File: config.mk
export PLATFORM = sky130hd
export DESIGN_NAME = fp_mul_arbiter
export DESIGN_NICKNAME = d
export VERILOG_FILES = /design/src/rtl/fp_pkg.sv /design/src/rtl/fp_mul.sv /design/src/rtl/fp_mul_arbiter.sv
export SDC_FILE = /design/constraint.sdc
export NUM_CORES = 2
export LEC_CHECK = 0
export ABC_AREA = 1
export BUFFER_PORTS_ARGS = -buffer_cell sky130_fd_sc_hd__buf_4
export CORE_MARGIN = 8
export CORE_UTILIZATION = 46
export DETAILED_ROUTE_END_ITERATION = 6
export PLACE_DENSITY = 0.65
export RECOVER_POWER = 100
export SLEW_MARGIN = 20
export SYNTH_ARGS = -nofsm -noshare
export SYNTH_HDL_FRONTEND = slang
export SYNTH_SLANG_ARGS = --single-unit
File: constraint.sdc
create_clock -name clk -period 9.5 [get_ports clk]
set_input_delay 0.95 -clock clk [delete_from_list [all_inputs] [get_ports clk]]
set_output_delay 0.95 -clock clk [all_outputs]
set_load 0.01 [all_outputs]
File: src/rtl/fp_pkg.sv
// Shared single-precision definitions used by the multiplier core and its arbiter wrapper.
package fp_pkg;

  localparam int unsigned FP32_W     = 32;
  localparam int unsigned EXP_BIAS   = 127;
  localparam int unsigned FP32_EXP_W = 8;
  localparam int unsigned FP32_MAN_W = 23;

  typedef struct packed {
    logic                  sign;
    logic [FP32_EXP_W-1:0] exponent;
    logic [FP32_MAN_W-1:0] mantissa;
  } fp32_t;

endpackage

File: src/rtl/fp_mul.sv
// Combinational single-precision multiplier: truncating, no special-value handling.
module fp_mul
  import fp_pkg::*;
(
  input  logic              clk,
  input  logic [FP32_W-1:0] a,
  input  logic [FP32_W-1:0] b,
  output logic [FP32_W-1:0] p
);

  fp32_t       fa;
  fp32_t       fb;
  fp32_t       fp;
  logic [47:0] prod;
  logic [9:0]  exp_sum;

  // Core is purely combinational; the clock port is kept for interface compatibility.
  logic        unused_clk;
  logic [1:0]  unused_exp_hi;
  logic [22:0] unused_prod_lo;

  assign unused_clk     = clk;
  assign unused_exp_hi  = exp_sum[9:8];
  assign unused_prod_lo = prod[22:0];

  assign fa = a;
  assign fb = b;
  assign p  = fp;

  always_comb begin
    prod    = {24'b0, 1'b1, fa.mantissa} * {24'b0, 1'b1, fb.mantissa};
    exp_sum = {2'b0, fa.exponent} + {2'b0, fb.exponent} - 10'(EXP_BIAS) + {9'b0, prod[47]};
    fp.sign     = fa.sign ^ fb.sign;
    fp.exponent = exp_sum[7:0];
    // Normalise by one position when the mantissa product reached [2,4).
    fp.mantissa = prod[47] ? prod[46:24] : prod[45:23];
  end

endmodule

File: src/rtl/fp_mul_arbiter.sv
// Round-robin front end sharing one fp_mul core between NUM_REQ requesters,
// wrapped in a two-stage (operand, result) registered pipeline.
module fp_mul_arbiter
  import fp_pkg::*;
#(
  parameter int unsigned NUM_REQ = 4,
  parameter int unsigned ID_W    = 2
) (
  input  logic                      clk,
  input  logic                      rst,
  input  logic [NUM_REQ-1:0]        req_valid,
  input  logic [NUM_REQ*FP32_W-1:0] req_a,
  input  logic [NUM_REQ*FP32_W-1:0] req_b,
  output logic [NUM_REQ-1:0]        req_ready,
  output logic                      resp_valid,
  output logic [ID_W-1:0]           resp_id,
  output logic [FP32_W-1:0]         resp_result,
  input  logic                      resp_ready,
  output logic [31:0]               ops_done
);

  logic              s1_valid;
  logic [FP32_W-1:0] s1_a;
  logic [FP32_W-1:0] s1_b;
  logic [ID_W-1:0]   s1_id;
  logic [ID_W-1:0]   rr_ptr;
  logic [ID_W-1:0]   rr_ptr_next;

  logic              s2_free;
  logic              s1_adv;
  logic              can_accept;
  logic              accept;
  logic              grant_found;
  logic [ID_W-1:0]   grant_id;
  logic [ID_W-1:0]   scan_id;
  int unsigned       scan_idx;
  logic [FP32_W-1:0] product;

  // can_accept depends only on pipeline state, never on req_valid.
  assign s2_free    = !resp_valid || resp_ready;
  assign s1_adv     = s1_valid && s2_free;
  assign can_accept = !s1_valid || s2_free;
  assign accept     = grant_found && can_accept && !rst;

  always_comb begin
    grant_found = 1'b0;
    grant_id    = '0;
    scan_idx    = 0;
    scan_id     = '0;
    for (int unsigned off = 0; off < NUM_REQ; off++) begin
      scan_idx = (32'(rr_ptr) + off) % NUM_REQ;
      scan_id  = ID_W'(scan_idx);
      if (!grant_found && req_valid[scan_id]) begin
        grant_found = 1'b1;
        grant_id    = scan_id;
      end
    end
  end

  always_comb begin
    req_ready = '0;
    if (grant_found && !rst) begin
      req_ready[grant_id] = can_accept;
    end
  end

  assign rr_ptr_next = (grant_id == ID_W'(NUM_REQ - 1)) ? '0 : grant_id + 1'b1;

  always_ff @(posedge clk) begin
    if (rst) begin
      s1_valid <= 1'b0;
      s1_a     <= '0;
      s1_b     <= '0;
      s1_id    <= '0;
      rr_ptr   <= '0;
    end else if (accept) begin
      s1_valid <= 1'b1;
      s1_a     <= req_a[FP32_W*grant_id +: FP32_W];
      s1_b     <= req_b[FP32_W*grant_id +: FP32_W];
      s1_id    <= grant_id;
      rr_ptr   <= rr_ptr_next;
    end else if (s1_adv) begin
      s1_valid <= 1'b0;
    end
  end

  fp_mul u_fp_mul (
    .clk (clk),
    .a   (s1_a),
    .b   (s1_b),
    .p   (product)
  );

  always_ff @(posedge clk) begin
    if (rst) begin
      resp_valid  <= 1'b0;
      resp_id     <= '0;
      resp_result <= '0;
    end else if (s1_adv) begin
      resp_valid  <= 1'b1;
      resp_id     <= s1_id;
      resp_result <= product;
    end else if (resp_valid && resp_ready) begin
      resp_valid  <= 1'b0;
    end
  end

  always_ff @(posedge clk) begin
    if (rst) begin
      ops_done <= '0;
    end else if (resp_valid && resp_ready) begin
      ops_done <= ops_done + 32'd1;
    end
  end

endmodule

* After elaboration in Yosys (flattened, before gate mapping) *
Index checks and enable logic that the tools add are counted.

word-level totals
  flip-flop bits (word level) = 136
  bits of input ports = 263
  output and inout bits = 71
  logic and storage cells = 73

cells by class
  $add $sub $neg = 8
  multiply operators = 1
  $lt $le $gt $ge = 6
  equality and inequality tests = 1
  shift operators = 2
  multiplexer cells = 25
  bitwise gates (word level) = 2
  reductions and logical operators = 19

operators by type and width
  operator                                                                             count
  128-bit by 8-bit indexed part select with 32-bit output                              2
  24-bit by 24-bit multiplier with 48-bit output                                       1
  32-bit by 1-bit adder with 32-bit output, second input constant                      1
  23-bit 2-to-1 mux                                                                    1
  2-bit by 3-bit less-than comparator with 1-bit output, second input constant         5
  1-bit 2-to-1 mux                                                                     13
  2-bit 2-to-1 mux                                                                     5
  1-bit logical AND                                                                    9
  8-bit by 1-bit adder with 8-bit output                                               1
  8-bit adder                                                                          1
  1-bit binary-select mux with 2-bit select                                            4
  8-bit by 7-bit subtractor with 8-bit output, second input constant                   1
  1-bit zero test                                                                      6
  2-bit by 1-bit adder with 2-bit output, second input constant                        2
  2-bit adder, second input constant                                                   2
  4-bit AND                                                                            1
  4-bit 2-to-1 mux                                                                     1
  2-bit nonzero test                                                                   2
  1-bit demux with 2-bit select                                                        1
  2-bit == test, second input constant                                                 1
  2-bit by 1-bit greater-or-equal comparator with 1-bit output, second input constant  1
  1-bit logical OR                                                                     2
  1-bit bitwise XOR                                                                    1

* Longest topological paths before layout *
  word-level depth = 18
  mapped depth = 44
  gate-level depth less buffers = 41

* Hierarchy *
Synthesis repeated with hierarchy kept, for this count alone.

unflattened totals
  cells, all modules = 4189
  area, all modules = 28807.6 um^2

modules (own cells, without submodules)
  module          times used  cells an instance  area each (um^2)  seq. area each (um^2)
  fp_mul          1           2740               20215.6           0.0
  fp_mul_arbiter  1           1449               8592.0            2722.6

* Worst setup path before layout *
Ideal clock, no wire load.

  kind = register to register
  start = reg s1_b[3]
  end = reg resp_result[29]
  library setup time = 0.117 ns
  arrival time = 7.458 ns
  data required time = 9.383 ns
  slack = 1.925 ns
  stages on the path, launching flop included = 38
  buffers on the path = 2
  clock period less this slack = 7.575 ns
  cells stage by stage = dfxtp_1 clkbuf_1 clkbuf_1 nand2_1 fa_1 inv_1 fa_1 inv_1 fa_1 inv_1 fa_1 inv_1 fa_1 inv_1 fa_1 inv_1 fa_1 inv_1 [2 not listed] nor2_1 and2_1 nand2_1 nor2_1 nand2_1 nand3_1 nand2_1 nand2_1 or2_2 nand2_1 ha_1 fa_1 a31oi_1 nor2_1 o21ai_0 a21oi_1 o221ai_1 inv_1

between the ends
  word-level cells in the longest chain between the ends = 2

ends and longest elaborated chain
  item                                            line                   source
  from (decl)                                     fp_mul_arbiter.sv:24   logic [FP32_W-1:0] s1_b;
  from (signal assigned)                          fp_mul_arbiter.sv:79   s1_b <= req_b[FP32_W*grant_id +: FP32_W];
  24-bit by 24-bit multiplier with 48-bit output  fp_mul.sv:31           prod = {24'b0, 1'b1, fa.mantissa} * {24'b0, 1'b1, fb.mantissa};
  8-bit by 1-bit adder with 8-bit output          fp_mul.sv:32           exp_sum = {2'b0, fa.exponent} + {2'b0, fb.exponent} - 10'(EXP_BIAS) + {9'b0, prod[47]};
  to (signal assigned)                            fp_mul_arbiter.sv:102  resp_result <= product;
  to (decl)                                       fp_mul_arbiter.sv:17   output logic [FP32_W-1:0] resp_result,

Every way passes these cells.
A chain may end at the register's enable or synchronous reset.

* Final worst setup path *
  start = reg s1_b[13]
  end = reg resp_result[29]

The elaborated chain is that of the path after synthesis.

==> metrics.txt <==
CP startpoint kind=register; Die W=about 260 um; min cycle time layout=approximately 8500 ps; pre-CTS setup slack=1029 ps; Slew @ Worst Pin=around 3300 ps; Total Wirelength=82590 um; CTS Sinks=~140; synth cell count leaders=nand2_1, inv_1, fa_1; DRC viols=6; Synth Register Bits=roughly 140; relative slew slack=-1.180; postcts setup bufs=0; vias in the first global route=roughly 26000; I/O Pins=~330; largest net degree at the start of global routing=roughly 130; Hold Startpoint=resp_result[0]; first-pass iteration count of the detailed router=7; FP Rows=90; Max Buffers Root-to-Sink=2; failing checks=DRC, capacitance limit, slew limit; RSZ-0062 raised after global routing=false; Yosys cell types=42; critical path required time=9880 ps; CP Class=register to register; Vias=approximately 24000; critical path's largest stage delay=~1000 ps; Hold Path End=resp_result[0]; Root Buffer=clkbuf_16; Ant. Diodes=0; Yosys warning total=0; Layout Nets=between 5000 and 6000; Worst R2R Path Depth=35; share of layout cells above drive strength 1=0.08282; Max Cap Violations=4; Worst-Skew Late Latency=about 460 ps; reg2reg start=s1_b[13]; setup ws final=970.5 ps; cell with the most instances after synthesis=nand2_1; status=complete, but fails checks; Area growth syn-to-layout=12.24%; Final Wtd Congestion=just over 0.9; first-pass GRT wire length=between 100000 and 150000 um; Final Cycle Share=0.8978; antenna-violating nets left=0; hold path depth=2; port buffer count=333; fraction of registers with async set/reset=0; Tot GR Track Use=0.2438; worst flop-to-flop path endpoint=resp_result[29]; Mapped Cells=~4000; die area=68870 um2; top cell type's share of synthesized area=0.3454; Slowest-stage cell, CP=dfxtp_1; Hold Path Class=register to register; starting density of the core=0.4637; Fin Setup TNS=0 ps; Final Hold Viols=0; placed wire-length estimate=69730 um; slack of the worst reg-to-reg path=between 900 and 1000 ps; Main synth FF type=dfxtp_1; Seq/Total Area, Yosys=0.09746; worst-path fanout max=19; Worst Clk Skew=between 15 and 20 ps; DRT iter0 DRCs=around 1400; fmax=roughly 120 MHz; synth top area cells=fa_1, nand2_1, inv_1, dfxtp_1, ha_1; post-synth top area cell=fa_1; gr ovfl total=0; total CTS buffers=17; WP buf/inv=7; Routed WL per cell=about 17 um; endpoint class of the critical path=register; clock-pin slew on the worst setup and hold paths=around 60 ps; Die Y=approximately 260 um; Final Max Slew Viols=207; initial antenna violation count=1; hold-fix buffer count after cts=0; Mapped Nets=4913; CTS tree=yes; mapped cell area=27940 um2; H-tree depth=4; CTS resizes=0; Final Setup Violations=0; crit path DAT=slightly below 9000 ps; EDFF count, synth=0; Via density=4.891; core region area=around 60000 um2; Worst path top cell family by delay=adder cells; Post-Synthesis Mean Instance Area=about 7.0 um2
[worst min-delay path: stages (launching register included)]
cell and delay [ps]:
dfxtp_1 310, nand2_1 60, a21oi_1 50
[layer usage]
metal,vias to the layer above,global-route usage,wire (um),share of wire
met1,11640,0.3111,35180,0.43
met2,652,0.4204,40100,0.49
met5,-,0,13,0.00016
li1,12000,-,-,-
met4,2,0.07380,2425,0.029
met3,146,0.04125,4861,0.059
[worst max-delay path by stage]
stage,from,endpoint,slack [ps],depth (start not counted)
floorplan,s1_b[3],resp_result[29],1930,37
global placement,s1_b[3],resp_result[29],1160,35
detailed placement,s1_b[11],resp_result[29],1030,34
CTS,s1_b[11],resp_result[29],1000,34
global route,s1_b[13],resp_result[29],330,35
finish,s1_b[13],resp_result[29],970,35
[cell type report]
cell class / instances / area [um2]
tap: 782 / 978.4
timing repair buffer: 381 / 2567
multi-input combinational: 2589 / 20400
inverter: 1076 / 4039
clock inverter: 12 / 188.9
fill: 6049 / 28890
clock buffer: 20 / 456.7
sequential: 136 / 2728
[cells by family after synthesis]
family	Yosys count	share of synthesized area
AND/OR/NAND/NOR	1584	0.2248
AO/OA/AOI/OAI	301	0.06494
XOR/XNOR	35	0.01124
adder cells (fa/ha/maj)	669	0.4291
buffers and inverters	1256	0.1724
flip-flops	136	0.09746
[per-stage QoR]
| step | utilization | hold WS [ps] | cells | cell area [um2] |
|---|---|---|---|---|
| finish | 0.5205 | 462.8 | 4996 | 31360 |
| global placement | 0.5148 | 456.9 | 4964 | 31010 |
| detailed placement | 0.5148 | 460.5 | 4964 | 31010 |
| CTS | 0.5255 | 470.9 | 4996 | 31660 |
| global route | 0.5205 | 481.2 | 4996 | 31360 |
| floorplan | - | 447.1 | 3981 | 27940 |
[registers in the layout (all words and copies together), names as in the netlist]
name / count
ops_done: 32
rr_ptr: 2
s1_b: 32
s1_a: 32
resp_id: 2
resp_result: 32
s1_id: 2
s1_valid: 1
resp_valid: 1
[cells in the final DEF, fill, tap and decap left out, types with 22 or more instances in the layout]
master and n:
o21ai_0 77, o211ai_1 94, nor2_1 138, ha_1 187, buf_4 303, clkbuf_1 79, nand2_1 1243, nand3_1 150
fa_1 482, inv_1 1075, a21oi_1 101, xor2_1 22, dfxtp_1 132
Power is left out: the tool's default activity adds up to more than one toggle a clock period on the data nets, which glitch-free logic cannot reach.
